==> config.mk <==
export PLATFORM = sky130hd
export DESIGN_NAME = pulse_gen
export DESIGN_NICKNAME = d
export VERILOG_FILES = /design/src/rtl/pulse_pkg.sv /design/src/rtl/pulse_gap_timer.sv /design/src/rtl/pulse_gen.sv
export SDC_FILE = /design/constraint.sdc
export NUM_CORES = 1
export LEC_CHECK = 0
export CAP_MARGIN = 15
export CORE_UTILIZATION = 26
export CTS_CLUSTER_DIAMETER = 50
export DETAILED_ROUTE_END_ITERATION = 7
export PLACE_DENSITY_LB_ADDON = 0.25
export SLEW_MARGIN = 20
export SYNTH_ARGS = -nofsm -noshare
export SYNTH_HDL_FRONTEND = slang
export SYNTH_SLANG_ARGS = --single-unit
==> constraint.sdc <==
create_clock -name clk -period 2.06 [get_ports clk]
set_input_delay 0.515 -clock clk [delete_from_list [all_inputs] [get_ports clk]]
set_output_delay 0.515 -clock clk [all_outputs]
set_load 0.03 [all_outputs]
==> src/rtl/pulse_pkg.sv <==
`default_nettype none
// ============================================================================
//  Module   : pulse_pkg
//  Purpose  : Shared definitions for the serial pulse protocol transmitter.
//             It holds the generator state encoding and the minimum inter-pulse
//             gap. The pulse detector's test environment uses it as well.
//  Contents : pulse_state_t  - generator FSM states
//             PULSE_MIN_GAP  - smallest low gap after a pulse, in clk cycles
//  Revision : 1.0 - initial release
// ============================================================================
package pulse_pkg;

    typedef enum logic [2:0] {
        IDLE = 3'd0,
        LEAD = 3'd1,
        HIGH = 3'd2,
        GAP  = 3'd3,
        DONE = 3'd4
    } pulse_state_t;

    // A requested gap of 0 is stretched to this value. The stretch keeps every
    // pulse framed 0-1-0 on the line.
    localparam int PULSE_MIN_GAP = 1;

endpackage : pulse_pkg
`default_nettype wire

==> src/rtl/pulse_gap_timer.sv <==
`default_nettype none
// ============================================================================
//  Module   : pulse_gap_timer
//  Purpose  : Down counter that times the low gap following each pulse.
//  Ports    : clk      - clock, rising edge
//             rst_n    - synchronous reset, active-low
//             load     - load load_val (takes priority over dec)
//             load_val - value to load
//             dec      - decrement by one; holds at zero, never wraps
//             zero     - counter currently at zero
//  Revision : 1.0 - initial release
// ============================================================================
module pulse_gap_timer
    import pulse_pkg::*;
#(
    parameter int GAP_W = 4
) (
    input  logic             clk,
    input  logic             rst_n,
    input  logic             load,
    input  logic [GAP_W-1:0] load_val,
    input  logic             dec,
    output logic             zero
);

    logic [GAP_W-1:0] r_count;

    always_ff @(posedge clk) begin
        if (!rst_n) begin
            r_count <= '0;
        end else if (load) begin
            r_count <= load_val;
        end else if (dec && (r_count != '0)) begin
            r_count <= r_count - GAP_W'(1);
        end
    end

    assign zero = (r_count == '0);

endmodule : pulse_gap_timer
`default_nettype wire

==> src/rtl/pulse_gen.sv <==
`default_nettype none
// ============================================================================
//  Module   : pulse_gen
//  Purpose  : Transmit side of the serial pulse protocol. For each accepted
//             request it emits req_count single-cycle pulses on data_out.
//             Each pulse is framed 0-1-0, so a downstream detector sees one
//             event per pulse.
//  Ports    : clk, rst_n         - clock / synchronous active-low reset
//             req_valid/ready    - request handshake (ready only when idle)
//             req_count, req_gap - pulses to send / low cycles after each
//             abort              - cancel the request in progress
//             data_out           - registered serial pulse line
//             busy, done,        - status: not idle / normal completion
//             aborted            - strobe / abort strobe
//             remaining          - pulses still to send (0 when idle)
//  Revision : 1.0 - initial release
// ============================================================================
module pulse_gen
    import pulse_pkg::*;
#(
    parameter int CNT_W = 8,
    parameter int GAP_W = 4
) (
    input  logic             clk,
    input  logic             rst_n,
    input  logic             req_valid,
    output logic             req_ready,
    input  logic [CNT_W-1:0] req_count,
    input  logic [GAP_W-1:0] req_gap,
    input  logic             abort,
    output logic             data_out,
    output logic             busy,
    output logic             done,
    output logic             aborted,
    output logic [CNT_W-1:0] remaining
);

    pulse_state_t     r_state;
    pulse_state_t     w_state_nxt;
    logic [CNT_W-1:0] r_remaining;
    logic [GAP_W-1:0] r_gap;
    logic             r_data_out;
    logic             r_aborted;
    logic             w_accept;
    logic             w_cancel;
    logic             w_gap_zero;

    assign w_accept = req_valid && (r_state == IDLE);
    // Abort takes effect only while pulses are in flight. In DONE the
    // completion stands, and in IDLE the abort is ignored.
    assign w_cancel = abort && ((r_state == LEAD) || (r_state == HIGH) ||
                                (r_state == GAP));

    // ------------------------------------------------------------------
    // Gap timer: loaded with gap-1 during HIGH, so GAP lasts exactly gap cycles.
    // r_gap is at least 1 once a request is accepted, so the subtraction
    // cannot underflow.
    // ------------------------------------------------------------------
    pulse_gap_timer #(
        .GAP_W    (GAP_W)
    ) u_gap_timer (
        .clk      (clk),
        .rst_n    (rst_n),
        .load     (r_state == HIGH),
        .load_val (r_gap - GAP_W'(1)),
        .dec      (r_state == GAP),
        .zero     (w_gap_zero)
    );

    // ------------------------------------------------------------------
    // Next-state logic
    // ------------------------------------------------------------------
    always_comb begin
        w_state_nxt = r_state;
        case (r_state)
            IDLE: begin
                if (req_valid) begin
                    w_state_nxt = (req_count != '0) ? LEAD : DONE;
                end
            end
            LEAD: w_state_nxt = abort ? IDLE : HIGH;
            HIGH: w_state_nxt = abort ? IDLE : GAP;
            GAP: begin
                if (abort) begin
                    w_state_nxt = IDLE;
                end else if (w_gap_zero) begin
                    // remaining has already been decremented on HIGH exit
                    w_state_nxt = (r_remaining != '0) ? HIGH : DONE;
                end
            end
            DONE:    w_state_nxt = IDLE;
            default: w_state_nxt = IDLE;
        endcase
    end

    // ------------------------------------------------------------------
    // State, counters and registered outputs
    // ------------------------------------------------------------------
    always_ff @(posedge clk) begin
        if (!rst_n) begin
            r_state     <= IDLE;
            r_remaining <= '0;
            r_gap       <= '0;
            r_data_out  <= 1'b0;
            r_aborted   <= 1'b0;
        end else begin
            r_state    <= w_state_nxt;
            // The line is high exactly in the cycle the FSM spends in HIGH.
            r_data_out <= (w_state_nxt == HIGH);
            r_aborted  <= w_cancel;
            if (w_accept) begin
                r_remaining <= req_count;
                r_gap       <= (req_gap == '0) ? GAP_W'(PULSE_MIN_GAP) : req_gap;
            end else if (w_cancel) begin
                r_remaining <= '0;
            end else if ((r_state == HIGH) && (r_remaining != '0)) begin
                r_remaining <= r_remaining - CNT_W'(1);
            end
        end
    end

    assign req_ready = (r_state == IDLE);
    assign busy      = (r_state != IDLE);
    assign done      = (r_state == DONE);
    assign data_out  = r_data_out;
    assign aborted   = r_aborted;
    assign remaining = r_remaining;

endmodule : pulse_gen
`default_nettype wire

==> summary.md <==
| Metric | Value |
|---|---|
| Status | `finished, violations left` |
| Violated checks | `DRC` |
| Clock sinks | `21` |
| Vias in the first global route | `1251` |
| Area leader, netlist | `dfxtp_1` |
| Clk slew on worst S/H paths | `0.08 ns` |
| Critical Path End Type | `primary output` |
| Period Utilization, post-route | `a little over nine tenths` |
| Post-Syn Area | `approximately 1200 um^2` |
| Commonest non-fill, non-tap cell in the layout | `clkdlybuf4s50_1` |
| GP Congestion | `0.871` |
| Total Nets Final | `around 200` |
| Hold path depth | `2` |
| Crit Path Class | `flop to primary output` |
| Starting Density | `27.5%` |
| Skew final | `0.00937 ns` |
| Mapped Nets | `157` |
| Actual slew at the worst max-slew pin | `between 0.3 and 0.4 ns` |
| Clock root cell | `clkbuf_8` |
| Routed Antenna Nets | `0` |
| Drc violations | `4` |
| Worst EP arrival | `1.48 ns` |
| Setup_tns | `0 ns` |
| Core area | `4440 um^2` |
| Leakage dissipation | `0.669 nW` |
| Clock Latency Late Sink | `0.26 ns` |
| Worst EP required | `1.54 ns` |
| Ys Warns | `0` |
| Die Wd | `70.5 um` |
| Aggregate global routing overflow | `0` |
| Worst-case reg-to-reg path depth | `5` |
| Power Density | `roughly 700 nW/um^2` |
| Share of cells above drive strength 1 | `13.5%` |
| Cts bufs inserted | `3` |
| Post-Layout Cell Count | `230` |
| Die height | `70.5 um` |
| Initial DRC count | `92` |
| Post-synthesis sequential area ratio | `34.4%` |
| Share of the synthesized area in the top cell type | `between 30 and 40%` |
| Final min period | `1.99 ns` |
| Postcts setup bufs | `0` |
| Max-cap viol count | `0` |
| Final setup violation count | `0` |
| Initial antenna violation count | `0` |
| Top delay family on crit path | `buffers and inverters` |
| Layout area overhead | `37.7%` |
| Drt first pass iters | `6` |
| Vias | `1213` |
| Final wirelength | `3260 um` |
| Bufs on Longest Clock Path | `2` |
| Ranking of synthesized cells by area | `dfxtp_1, nand2_1, nor2_1, o221a_1, mux2i_1` |
| Max transition margin | `73.3%` |
| CP max-delay cell | `clkdlybuf4s50_1` |
| Flops & latches, synth | `21` |
| Crit path launch type | `flop` |
| CP cell instances | `clkdlybuf4s50_1` |
| Die area | `4980 um^2` |
| Post-place instance area | `1630 um^2` |
| Most frequent cells in the layout | `clkdlybuf4s50_1, dfxtp_1, nand2_1` |
| CP Max Fanout | `6` |
| Count of unique library cells instantiated by Yosys | `between 40 and 50` |
| Post-DP HPWL | `about 2500 um` |
| Final Instance Area | `1680 um^2` |
| Ys async rst share | `0%` |
| Placed Cells | `226` |
| IO buf count | `28` |
| Final Hold Viols | `0` |
| All-Layer GR Usage | `13.9%` |
| Vias/cell | `5.27` |
| Mapped Avg Cell Area | `roughly 8.8 um^2` |
| Post-Synthesis Cells | `139` |
| TritonCTS clock tree | `built` |
| CP bufs+invs | `1` |
| Row cnt | `24` |
| H-tree depth | `1` |
| Final Slew Violations | `0` |
| Global-route wire length before repair | `5600 um` |
| Hold WC Path Type | `flop to flop` |
| Synth Flop Type | `dfxtp_1` |
| Post-route total power | `roughly 1.2 mW` |
| Largest net degree at the start of global routing | `13` |
| Antenna Diode Count | `0` |
| Number of flops mapped to enable cells by yosys | `0` |
| Fmax | `0.502 GHz` |
| Post-CTS Hold Fix Bufs | `0` |
| Final Hold Slack | `0.537 ns` |
| Ports | `29` |
| Worst VDD drop | `approximately 0.3 mV` |
| DR WL/cell | `14.2 um` |
| Worst path depth | `1` |
| Delay of the slowest cell on the worst path | `0.73 ns` |
| RSZ-0062 raised after global routing | `no` |
[metal layers]
metal | track usage, % | vias up | wire length (um)
met3 | 3.42 | 6 | 153
met1 | 17.3 | 567 | 1490
met4 | 4.00 | 0 | 48
met2 | 24.1 | 34 | 1570
li1 | - | 606 | -
met5 | 0 | - | 0
[power by group]
group,switching (mW),leakage [nW],internal (mW)
registers,0.0456,0.172,0.439
clock network,0.135,0.0255,0.135
logic,0.222,0.472,0.206
total,0.403,0.669,0.779
[Yosys cell counts (2+ instances only)]
| library cell | instances |
|---|---|
| and3_1 | 4 |
| xnor2_1 | 2 |
| inv_1 | 5 |
| or3_1 | 3 |
| o31ai_1 | 2 |
| a31oi_1 | 2 |
| buf_2 | 3 |
| o2111a_1 | 2 |
| and4_1 | 2 |
| and2_1 | 4 |
| nor2_1 | 13 |
| nand3_1 | 2 |
| nor3_1 | 3 |
| mux2i_1 | 4 |
| a21oi_1 | 6 |
| a311oi_1 | 2 |
| nand2_1 | 14 |
| nand2b_1 | 6 |
| a211oi_1 | 3 |
| dfxtp_1 | 21 |
| nor4_1 | 4 |
| clkbuf_1 | 2 |
| or4_1 | 2 |
| ha_1 | 2 |
| o21ai_0 | 4 |
| o221a_1 | 4 |
[path summary, 6_finish.rpt]
path / endpoint / slack [ns] / startpoint
max: remaining[3] / 0.07 / remaining[3]
min: r_gap[3] / 0.54 / r_gap[3]
max reg2reg: u_gap_timer.r_count[2] / 0.19 / r_state[1]
min reg2reg: r_gap[3] / 0.54 / r_gap[3]
[final cells by class]
type | count | area (um^2)
multi-input combinational | 108 | 766
fill | 477 | 2760
sequential | 21 | 420
clock inverter | 1 | 5.00
inverter | 5 | 18.8
clock buffer | 3 | 41.3
tap | 52 | 65.1
timing repair buffer | 40 | 365
[through the flow]
stage | utilization [%] | worst slack (ns)
finish | 37.8 | 0.0695
CTS | 37.7 | 0.0638
global route | 37.8 | 0.0174
global placement | 36.7 | 0.0657
floorplan | - | 0.186
detailed placement | 36.7 | 0.000225
[state kept, by name (all words and copies together) (netlist names)]
register / cells
remaining: 8
u_gap_timer.r_count: 4
r_state: 3
aborted: 1
r_gap: 4
data_out: 1
[cell families after synthesis]
| family | after synthesis | synth area share, % |
|---|---|---|
| adders and majority gates | 2 | 2.05 |
| buffers and inverters | 10 | 3.38 |
| and+or+nand+nor | 65 | 32.7 |
| xor gates and xnor gates | 2 | 1.43 |
| DFF | 21 | 34.4 |
| muxes | 4 | 3.28 |
| AOI/OAI and AO/OA | 35 | 22.7 |
[timing repair]
item                                    CTS  global route
gates resized for setup                   2             1
endpoints found under the setup margin    2             1
endpoints found under the hold margin     0             0
No activity file was read; power rests on OpenSTA's default activity.
